[src/rtl/demod_pkg.sv]
// Shared types and constants for the coherent bit-recovery path.
package demod_pkg;

    // Modulation selector encoding, shared with the transmit modulator.
    typedef enum logic [1:0] {
        ASK    = 2'b00,
        FSK    = 2'b01,
        BPSK   = 2'b10,
        OFFSET = 2'b11
    } mod_mode_t;

    // Receiver control states.
    typedef enum logic {
        ST_IDLE  = 1'b0,
        ST_ACCUM = 1'b1
    } demod_state_t;

    localparam int SAMPLE_W    = 12;
    localparam int PROD_W      = 2 * SAMPLE_W;
    // Offset keying sends 0 for a one and -2048 for a zero; the threshold
    // sits halfway, i.e. -1024 per sample.
    localparam int OFFSET_HALF = 1024;

endpackage

[src/rtl/corr_accum.sv]
// Per-symbol accumulators: correlation, reference energy and signal level.
// Counts accepted samples and, on the last sample of a symbol, snapshots the
// sums into decision registers and restarts on the same edge.
module corr_accum
    import demod_pkg::*;
#(
    parameter int SPB   = 16,
    parameter int CNT_W = $clog2(SPB),
    parameter int ACC_W = 24 + CNT_W
) (
    input  logic                       clk,
    input  logic                       rst_n,
    input  logic                       clr,          // discard count and sums
    input  logic                       acc_en,       // accept the current sample
    input  logic signed [SAMPLE_W-1:0] signal_mod,
    input  logic signed [SAMPLE_W-1:0] ref_carrier,
    output logic                       done,         // snapshot registers just updated
    output logic signed [ACC_W-1:0]    corr_snap,
    output logic signed [ACC_W-1:0]    energy_snap,
    output logic signed [ACC_W-1:0]    level_snap
);

    logic [CNT_W-1:0]        cnt_q, cnt_d, cnt_base;
    logic signed [ACC_W-1:0] corr_q, corr_d, corr_base, corr_sum;
    logic signed [ACC_W-1:0] energy_q, energy_d, energy_base, energy_sum;
    logic signed [ACC_W-1:0] level_q, level_d, level_base, level_sum;
    logic signed [ACC_W-1:0] corr_snap_q, corr_snap_d;
    logic signed [ACC_W-1:0] energy_snap_q, energy_snap_d;
    logic signed [ACC_W-1:0] level_snap_q, level_snap_d;
    logic                    done_q, done_d;

    logic signed [PROD_W-1:0] sig_ext, ref_ext, prod, sq;

    // Full-precision products, sign-extended to the accumulator width.
    always_comb begin
        sig_ext = {{SAMPLE_W{signal_mod[SAMPLE_W-1]}}, signal_mod};
        ref_ext = {{SAMPLE_W{ref_carrier[SAMPLE_W-1]}}, ref_carrier};
        prod    = sig_ext * ref_ext;
        sq      = ref_ext * ref_ext;
    end

    // A clear restarts from zero; an accepted sample on the same cycle becomes sample 0.
    always_comb begin
        cnt_base      = clr ? '0 : cnt_q;
        corr_base     = clr ? '0 : corr_q;
        energy_base   = clr ? '0 : energy_q;
        level_base    = clr ? '0 : level_q;
        corr_sum      = corr_base   + {{(ACC_W-PROD_W){prod[PROD_W-1]}}, prod};
        energy_sum    = energy_base + {{(ACC_W-PROD_W){sq[PROD_W-1]}}, sq};
        level_sum     = level_base  + {{(ACC_W-SAMPLE_W){signal_mod[SAMPLE_W-1]}}, signal_mod};
        cnt_d         = cnt_base;
        corr_d        = corr_base;
        energy_d      = energy_base;
        level_d       = level_base;
        corr_snap_d   = corr_snap_q;
        energy_snap_d = energy_snap_q;
        level_snap_d  = level_snap_q;
        done_d        = 1'b0;
        if (acc_en) begin
            if (cnt_base == CNT_W'(SPB - 1)) begin
                corr_snap_d   = corr_sum;
                energy_snap_d = energy_sum;
                level_snap_d  = level_sum;
                done_d        = 1'b1;
                cnt_d         = '0;
                corr_d        = '0;
                energy_d      = '0;
                level_d       = '0;
            end else begin
                cnt_d    = cnt_base + CNT_W'(1);
                corr_d   = corr_sum;
                energy_d = energy_sum;
                level_d  = level_sum;
            end
        end
    end

    // Accumulator, counter and snapshot registers.
    always_ff @(posedge clk or negedge rst_n) begin
        if (!rst_n) begin
            cnt_q         <= '0;
            corr_q        <= '0;
            energy_q      <= '0;
            level_q       <= '0;
            corr_snap_q   <= '0;
            energy_snap_q <= '0;
            level_snap_q  <= '0;
            done_q        <= 1'b0;
        end else begin
            cnt_q         <= cnt_d;
            corr_q        <= corr_d;
            energy_q      <= energy_d;
            level_q       <= level_d;
            corr_snap_q   <= corr_snap_d;
            energy_snap_q <= energy_snap_d;
            level_snap_q  <= level_snap_d;
            done_q        <= done_d;
        end
    end

    assign done        = done_q;
    assign corr_snap   = corr_snap_q;
    assign energy_snap = energy_snap_q;
    assign level_snap  = level_snap_q;

endmodule

[src/rtl/mod_demod.sv]
// Coherent bit recovery: correlates received samples against the local
// reference over one symbol and decides the transmitted bit for ASK, BPSK
// and offset keying. Holds the control FSM, mode-change detect and decision.
module mod_demod
    import demod_pkg::*;
#(
    parameter int SPB   = 16,
    parameter int CNT_W = $clog2(SPB),
    parameter int ACC_W = 24 + CNT_W
) (
    input  logic                clk,
    input  logic                rst_n,
    input  logic [1:0]          modulation_selector,
    input  logic                sym_sync,
    input  logic                sample_valid,
    input  logic [SAMPLE_W-1:0] signal_mod,
    input  logic [SAMPLE_W-1:0] ref_carrier,
    output logic                bit_out,
    output logic                bit_valid,
    output logic                locked,
    output logic                mode_err
);

    // Offset-mode threshold: halfway between all-zero and all-(-2048) symbols.
    localparam logic signed [ACC_W-1:0] OFF_THR = ACC_W'(-(SPB * OFFSET_HALF));

    demod_state_t state_q, state_d;
    mod_mode_t    sel, mode_q, mode_d;
    logic         mode_err_q, mode_err_d;
    logic         bit_out_q, bit_out_d;
    logic         bit_valid_q, bit_valid_d;

    logic go, abort, acc_clr, acc_en, done, decision;
    logic signed [ACC_W-1:0] corr_snap, energy_snap, level_snap;
    logic signed [ACC_W:0]   corr_x2, energy_ext;

    assign sel = mod_mode_t'(modulation_selector);

    // Start on a symbol boundary in a supported mode; leave on any selector
    // change or unsupported mode. Any sym_sync while accumulating re-aligns.
    always_comb begin
        go      = (state_q == ST_IDLE) && sym_sync && (sel != FSK);
        abort   = (state_q == ST_ACCUM) && ((sel != mode_q) || (sel == FSK));
        acc_clr = go || abort || ((state_q == ST_ACCUM) && sym_sync);
        acc_en  = sample_valid && !abort && ((state_q == ST_ACCUM) || go);
    end

    corr_accum #(
        .SPB   (SPB),
        .CNT_W (CNT_W),
        .ACC_W (ACC_W)
    ) u_corr_accum (
        .clk         (clk),
        .rst_n       (rst_n),
        .clr         (acc_clr),
        .acc_en      (acc_en),
        .signal_mod  (signal_mod),
        .ref_carrier (ref_carrier),
        .done        (done),
        .corr_snap   (corr_snap),
        .energy_snap (energy_snap),
        .level_snap  (level_snap)
    );

    // Bit decision from the snapshot, using the mode the symbol was received in.
    always_comb begin
        corr_x2    = {corr_snap, 1'b0};
        energy_ext = {energy_snap[ACC_W-1], energy_snap};
        decision   = 1'b0;
        case (mode_q)
            ASK:     decision = (corr_x2 > energy_ext);
            BPSK:    decision = !corr_snap[ACC_W-1] && (corr_snap != '0);
            OFFSET:  decision = (level_snap > OFF_THR);
            default: decision = 1'b0;
        endcase
    end

    // Next state, mode tracking and output register inputs.
    always_comb begin
        state_d = state_q;
        case (state_q)
            ST_IDLE:  if (go)    state_d = ST_ACCUM;
            ST_ACCUM: if (abort) state_d = ST_IDLE;
            default:             state_d = ST_IDLE;
        endcase
        mode_d      = sel;
        mode_err_d  = (sel == FSK);
        // A mode change landing on the decision cycle drops the bit.
        bit_valid_d = done && (state_q == ST_ACCUM) && !abort;
        bit_out_d   = bit_valid_d ? decision : bit_out_q;
    end

    // State and output registers.
    always_ff @(posedge clk or negedge rst_n) begin
        if (!rst_n) begin
            state_q     <= ST_IDLE;
            mode_q      <= ASK;
            mode_err_q  <= 1'b0;
            bit_out_q   <= 1'b0;
            bit_valid_q <= 1'b0;
        end else begin
            state_q     <= state_d;
            mode_q      <= mode_d;
            mode_err_q  <= mode_err_d;
            bit_out_q   <= bit_out_d;
            bit_valid_q <= bit_valid_d;
        end
    end

    assign bit_out   = bit_out_q;
    assign bit_valid = bit_valid_q;
    assign locked    = (state_q == ST_ACCUM);
    assign mode_err  = mode_err_q;

endmodule

[config.mk]
export PLATFORM = sky130hd
export DESIGN_NAME = mod_demod
export DESIGN_NICKNAME = d
export VERILOG_FILES = /design/src/rtl/demod_pkg.sv /design/src/rtl/corr_accum.sv /design/src/rtl/mod_demod.sv
export SDC_FILE = /design/constraint.sdc
export NUM_CORES = 1
export LEC_CHECK = 0
export ABC_AREA = 1
export BUFFER_PORTS_ARGS = -buffer_cell sky130_fd_sc_hd__buf_2
export CORE_MARGIN = 2
export CORE_UTILIZATION = 35
export CTS_CLUSTER_SIZE = 24
export DETAILED_ROUTE_END_ITERATION = 16
export HOLD_SLACK_MARGIN = 0.05
export PLACE_DENSITY = 0.56
export SYNTH_ARGS = -nofsm -noshare
export SYNTH_HDL_FRONTEND = slang
export SYNTH_SLANG_ARGS = --single-unit
[constraint.sdc]
create_clock -name clk -period 4.36 [get_ports clk]
set_clock_uncertainty 0.1 [all_clocks]
set_input_delay 0.436 -clock clk [delete_from_list [all_inputs] [get_ports clk]]
set_output_delay 0.436 -clock clk [all_outputs]
set_load 0.05 [all_outputs]
# After elaboration in Yosys (flattened, before gate mapping)
# Index checks and enable logic that the tools add are counted.
[totals]
in_bits = 30
output_inout_bits = 4
reg_bits = 179
word_cells = 64
[op_classes]
n_mul = 2
n_addsub = 4
n_eq_ne = 6
muxes = 18
bitwise = 1
reduce_logical = 18
magnitude_cmp = 2
[ops]
columns = ["cell", "count"]
rows = [
  ["28-bit two-way mux", 9],
  ["28-bit adder", 3],
  ["12-bit by 12-bit multiplier with 24-bit output", 2],
  ["29-bit by 28-bit > comparator with 1-bit output", 1],
  ["28-bit by 15-bit > comparator with 1-bit output (second input constant)", 1],
  ["28-bit nonzero test", 1],
  ["4-bit two-way mux", 3],
  ["1-bit logical AND", 9],
  ["4-bit by 1-bit adder with 4-bit output (second input constant)", 1],
  ["2-bit equality test (second input constant)", 2],
  ["4-bit equality test (second input constant)", 1],
  ["1-bit logical OR", 4],
  ["1-bit two-way mux", 4],
  ["1-bit one-hot mux with 3 select lines", 1],
  ["2-bit by 1-bit equality test with 1-bit output (second input constant)", 1],
  ["1-bit logical NOT", 2],
  ["2-bit logical NOT", 1],
  ["2-bit by 1-bit != test with 1-bit output (second input constant)", 1],
  ["2-bit != test", 1],
  ["1-bit one-hot mux with 2 select lines", 1],
  ["2-bit AND reduction", 1],
  ["1-bit inverter", 1],
]

# Depth between registers and ports, before layout
[logic_depth]
depth_word = 9
ltp_mapped = 40
depth_no_buf = 39

# Cells and area by module
# From an unflattened synthesis, not the netlist that was laid out.
[unflattened]
hier_cells = 3043
hier_area_um2 = 23019.6
[by_module_without_submodules]
columns = ["mod", "seq_area_each_um2", "cells_per_inst", "area_each_um2", "instances"]
rows = [
  ["corr_accum", 4329.2, 2837, 21772.1, 1],
  ["mod_demod", 150.1, 206, 1247.4, 1],
]

# Least setup slack after synthesis
# Ideal clock, no wire load.
[synth_timing]
path_kind = "in2reg"
start = "input port ref_carrier[4]"
end = "register u_corr_accum.energy_q[27]"
path_buffers = 2
slack_ps = -2286
setup_ps = 117
arrival_time_ps = 6428
cell_stages = 33
t_required_ps = 4143
path_cell_list = "clkbuf_1 > clkbuf_1 > inv_1 > ha_1 > xnor2_1 > fa_1 > fa_1 > inv_1 > fa_1 > inv_1 > fa_1 > inv_1 > ha_1 > a21o_1 > a21oi_1 > o21ai_1 > a21boi_1 > o21ai_0 > a21oi_1 > o21ai_1 > xor2_1 > ha_1 > a21o_1 > a21oi_1 > o211ai_1 > a21oi_1 > nand2_1 > nand3_1 > nand2_1 > nand2_1 > nand3_1 > nand3_1 > nand2_1"
[synth_via]
elab_chain_cells = 4
[synth_lines]
columns = ["element", "line_no", "source"]
rows = [
  ["from (decl)", "mod_demod.sv:17", "input logic [SAMPLE_W-1:0] ref_carrier,"],
  ["12-bit by 12-bit multiplier with 24-bit output", "corr_accum.sv:39", "sq = ref_ext * ref_ext;"],
  ["28-bit adder", "corr_accum.sv:49", "energy_sum = energy_base + {{(ACC_W-PROD_W){sq[PROD_W-1]}}, sq};"],
  ["28-bit two-way mux", "corr_accum.sv:60", "if (cnt_base == CNT_W'(SPB - 1)) begin"],
  ["28-bit two-way mux", "corr_accum.sv:59", "if (acc_en) begin"],
  ["net u_corr_accum.energy_d[27]", "corr_accum.sv:25", "logic signed [ACC_W-1:0] energy_q, energy_d, energy_base, energy_sum;"],
  ["to (signal assigned)", "corr_accum.sv:92", "energy_q <= energy_d;"],
  ["to (decl)", "corr_accum.sv:25", ""],
]
# The timed path passes the listed nets, and every way through them passes these cells.
# A chain may end at the register's enable or synchronous reset.

# Final worst setup path
[layout_timing]
start = "input port ref_carrier[1]"
end = "register u_corr_accum.energy_q[27]"
# The elaborated chain is that of the path after synthesis.

==> metrics.md <==
| Metric | Value |
|---|---|
| Critical path required time | `4.61 ns` |
| Met2 Track Usage GR | `34.89%` |
| Part of the Yosys area used for sequential elements | `19.55%` |
| Clock buffer count from CTS | `17` |
| Total setup violations reported at the end of the flow | `84` |
| Largest area contributor in the netlist | `fa_1` |
| Antenna violations before repair | `1` |
| Cell with the largest stage delay on the worst path | `fa_1` |
| CTS clk-pin slew, worst paths | `0.07 ns` |
| Synth cell count leaders | `735 x nand2_1, 638 x inv_1, 266 x fa_1` |
| Number of routed nets with antenna violations | `0` |
| Worst reg2reg path endpoint | `u_corr_accum.level_snap[19]` |
| Design area | `0.03209 mm2` |
| Die width | `259.9 um` |
| Number of I/O port buffers | `33` |
| First-pass GRT wire length | `106.0 mm` |
| Setup total negative slack | `-101.53 ns` |
| Remaining routing DRC violations | `0` |
| Net count after synthesis | `3485` |
| Clock sink total | `179` |
| Status | `finished, violations left` |
| Routed Wire Length | `65.84 mm` |
| Layout net count | `3924` |
| TritonCTS clock tree | `built` |
| Number of inserted filler cells in the final layout | `6051` |
| Number of flops mapped to enable cells by yosys | `0` |
| Max frequency | `0.1656 GHz` |
| Via count of the first global-routing pass | `20840` |
| Die ar. | `0.06753 mm2` |
| DR WL/cell | `15.39 um` |
| Global route total overflow | `0` |
| Clock insertion delay at the later pin of the skew report | `0.46 ns` |
| Clk Tree Root Cell | `clkbuf_16` |
| Count of TritonRoute iterations in the first routing pass | `5` |
| Violated checks | `setup timing` |
| Fin worst setup slack | `-1.679 ns` |
| Global routing met3 resource utilization | `2.203%` |
| Synthesized netlist cell count | `2973` |
| Gr usage total | `19.76%` |
| Seq cells post-synth | `179` |
| Beginning of the worst register-to-register path | `mode_q[0]` |
| Initial core utilization | `35.48%` |
| Logic depth of the worst register-to-register path | `20` |
| Std-Cell Core Area | `0.06458 mm2` |
| Post-synth top flop | `dfrtp_1` |
| Ranking of synthesized cells by area | `fa_1 23%, dfrtp_1 20%, nand2_1 12%` |
| Maximum number of pins on one net before global-route repair | `85` |
| Hold_sp | `u_corr_accum.level_snap[4]` |
| Total number of placement rows | `93` |
| I/O pin count | `34` |
| Met1 global-route usage | `25.62%` |
| Endpoints failing hold | `0` |
| Total vias in the final route | `20040` |
| Combined flip-flop and latch cell area | `0.004479 mm2` |
| WHS Endpoint | `u_corr_accum.level_snap[4]` |
| Crit path DAT | `6.29 ns` |
| Combined area of the multi-input logic cells | `0.01878 mm2` |
| Iter 0 DRT Violations | `913` |
| Number of cells on the worst hold path | `2` |
| Post-DP Area | `0.02747 mm2` |
| Vias per cell | `4.684` |
| Syn_area_per_cell | `7.707 um2` |
| H-tree levels | `4` |
| Number of warnings printed during yosys synthesis | `0` |
| Worst slew slack as a fraction of its limit | `49.63%` |
| CP Class | `input pin to register` |
| Placed wire-length estimate after detailed placement | `49.16 mm` |
| Critical Path Source Type | `input pin` |
| Gr busiest metal | `met2` |
| Type of the worst min-delay path | `register to register` |
| Slack of the worst reg-to-reg path | `0.67 ns` |
| Number of pins with negative max-slew slack in the final report | `0` |
| Most numerous cell in the Yosys netlist | `nand2_1` |
| Crit. End Element | `register` |
| Worst hold slack across all endpoints | `0.3796 ns` |
| FFs w/ async S/R, synth | `100.0%` |
| Area overhead of the layout relative to synthesis | `40.05%` |
| Max incr delay on CP | `0.51 ns` |
| Clock period minus worst slack | `6.039 ns` |
| Crit Path Max Fanout | `5` |
| Setup repair after global routing missed its margin | `true` |
| Slew of the pin with the lowest slew margin | `0.7556 ns` |
| Part of the cycle the worst path needs | `138.5%` |
| GP Congestion | `0.8905` |
| Synth unique cells | `51` |
| Maxcap violations | `0` |
| Count of inserted antenna diode cells | `0` |
| Fraction of final layout cells sized beyond drive strength 1 | `31.66%` |
| Post-Synthesis Cell Area | `0.02291 mm2` |
| Portion of synthesized cell area occupied by the leading cell type | `23.24%` |
| Max Buffers Root-to-Sink | `2` |
| Height of the die | `259.9 um` |
per-layer routing:
metal / vias to the layer above / routed length, um
li1: 9995 / -
met1: 9730 / 29500
met2: 236 / 33190
met3: 81 / 1594
met4: 0 / 1549
met5: - / 0
timing repair:
action / CTS / global route
gates cloned: 7 / 1
endpoints found under the hold margin: 82 / 0
hold buffers: 3 / 0
pin swaps: 136 / 181
setup endpoints to repair: 90 / 92
resized for setup: 281 / 432
buffers inserted: 50 / 43
area by class of cell:
type | instances | share of cell area, %
multi-input cells | 2059 | 58.54
clock inverters | 11 | 0.4055
clock buffers | 20 | 1.423
repair buffers | 505 | 14.72
well taps | 855 | 3.334
flip-flops and latches | 179 | 13.96
inverters | 650 | 7.627
sequential cells by signal, indices dropped and copies added, names as in the netlist:
name and count:
locked 1, u_corr_accum.level_snap 28, u_corr_accum.cnt_q 4, mode_err 1, u_corr_accum.energy_snap 28, u_corr_accum.corr_snap 28
mode_q 2, u_corr_accum.done 1, u_corr_accum.level_q 28, bit_out 1, u_corr_accum.energy_q 28, bit_valid 1
u_corr_accum.corr_q 28
stage by stage:
step	cells	utilization [%]	worst slack [ns]
2_1_floorplan	2973	-	-1.781
3_3_place_gp	4153	42.54	-2.376
3_5_place_dp	4153	42.54	-2.349
4_1_cts	4243	46.32	-1.596
5_1_grt	4279	49.69	-1.975
6_report	4279	49.69	-1.679
cells in the final DEF, fill, tap and decap left out, drive strengths merged, types with 4 or more instances in the layout:
| cell type | netlist | layout |
|---|---|---|
| xor2 | 63 | 63 |
| nor2 | 185 | 185 |
| o21bai | 9 | 9 |
| o211ai | 4 | 4 |
| o21a | 6 | 6 |
| nand4 | 18 | 18 |
| a21boi | 5 | 5 |
| a21o | 12 | 12 |
| a22o | 26 | 26 |
| or2 | 22 | 22 |
| nor4 | 13 | 13 |
| a21oi | 127 | 127 |
| dfrtp | 179 | 179 |
| a32o | 4 | 4 |
| ha | 216 | 216 |
| inv | 649 | 650 |
| fa | 266 | 266 |
| a31oi | 13 | 13 |
| o22ai | 5 | 5 |
| nand3 | 99 | 99 |
| buf | 24 | 497 |
| nor3 | 11 | 11 |
| clkbuf | 61 | 25 |
| o21ai | 143 | 143 |
| xnor2 | 43 | 43 |
| nand2 | 743 | 743 |
| and2 | 4 | 4 |
| nand3b | 7 | 7 |
| clkinv | 1 | 8 |
how the worst max path moves through the flow:
stage	from	end	depth (start not counted)
floorplan	ref_carrier[1]	u_corr_accum.energy_q[27]	35
global placement	ref_carrier[5]	u_corr_accum.corr_q[23]	33
detailed placement	ref_carrier[5]	u_corr_accum.energy_q[26]	31
CTS	ref_carrier[1]	u_corr_accum.energy_q[26]	34
global route	ref_carrier[1]	u_corr_accum.energy_q[27]	39
finish	ref_carrier[1]	u_corr_accum.energy_q[27]	39
cell families (layout without fill, tap and decap cells):
| family | Yosys count | count (layout) | synth area share (%) |
|---|---|---|---|
| XOR/XNOR | 106 | 106 | 4.150 |
| adder cells (fa/ha/maj) | 482 | 482 | 35.04 |
| buffers and inverters | 735 | 1186 | 12.20 |
| AO/OA/AOI/OAI | 367 | 367 | 9.332 |
| AND/OR/NAND/NOR | 1104 | 1104 | 19.73 |
| flip-flops | 179 | 179 | 19.55 |
critical path, delay by kind of cell:
| family | cells | cell delay [ns] |
|---|---|---|
| buf+inv | 9 | 0.66 |
| xor+xnor | 1 | 0.08 |
| fa+ha+maj | 7 | 2.93 |
| simple gates | 19 | 1.74 |
| compound gates | 3 | 0.42 |
Power is left out: the tool's default activity adds up to more than one toggle a clock period on the data nets, which glitch-free logic cannot reach.
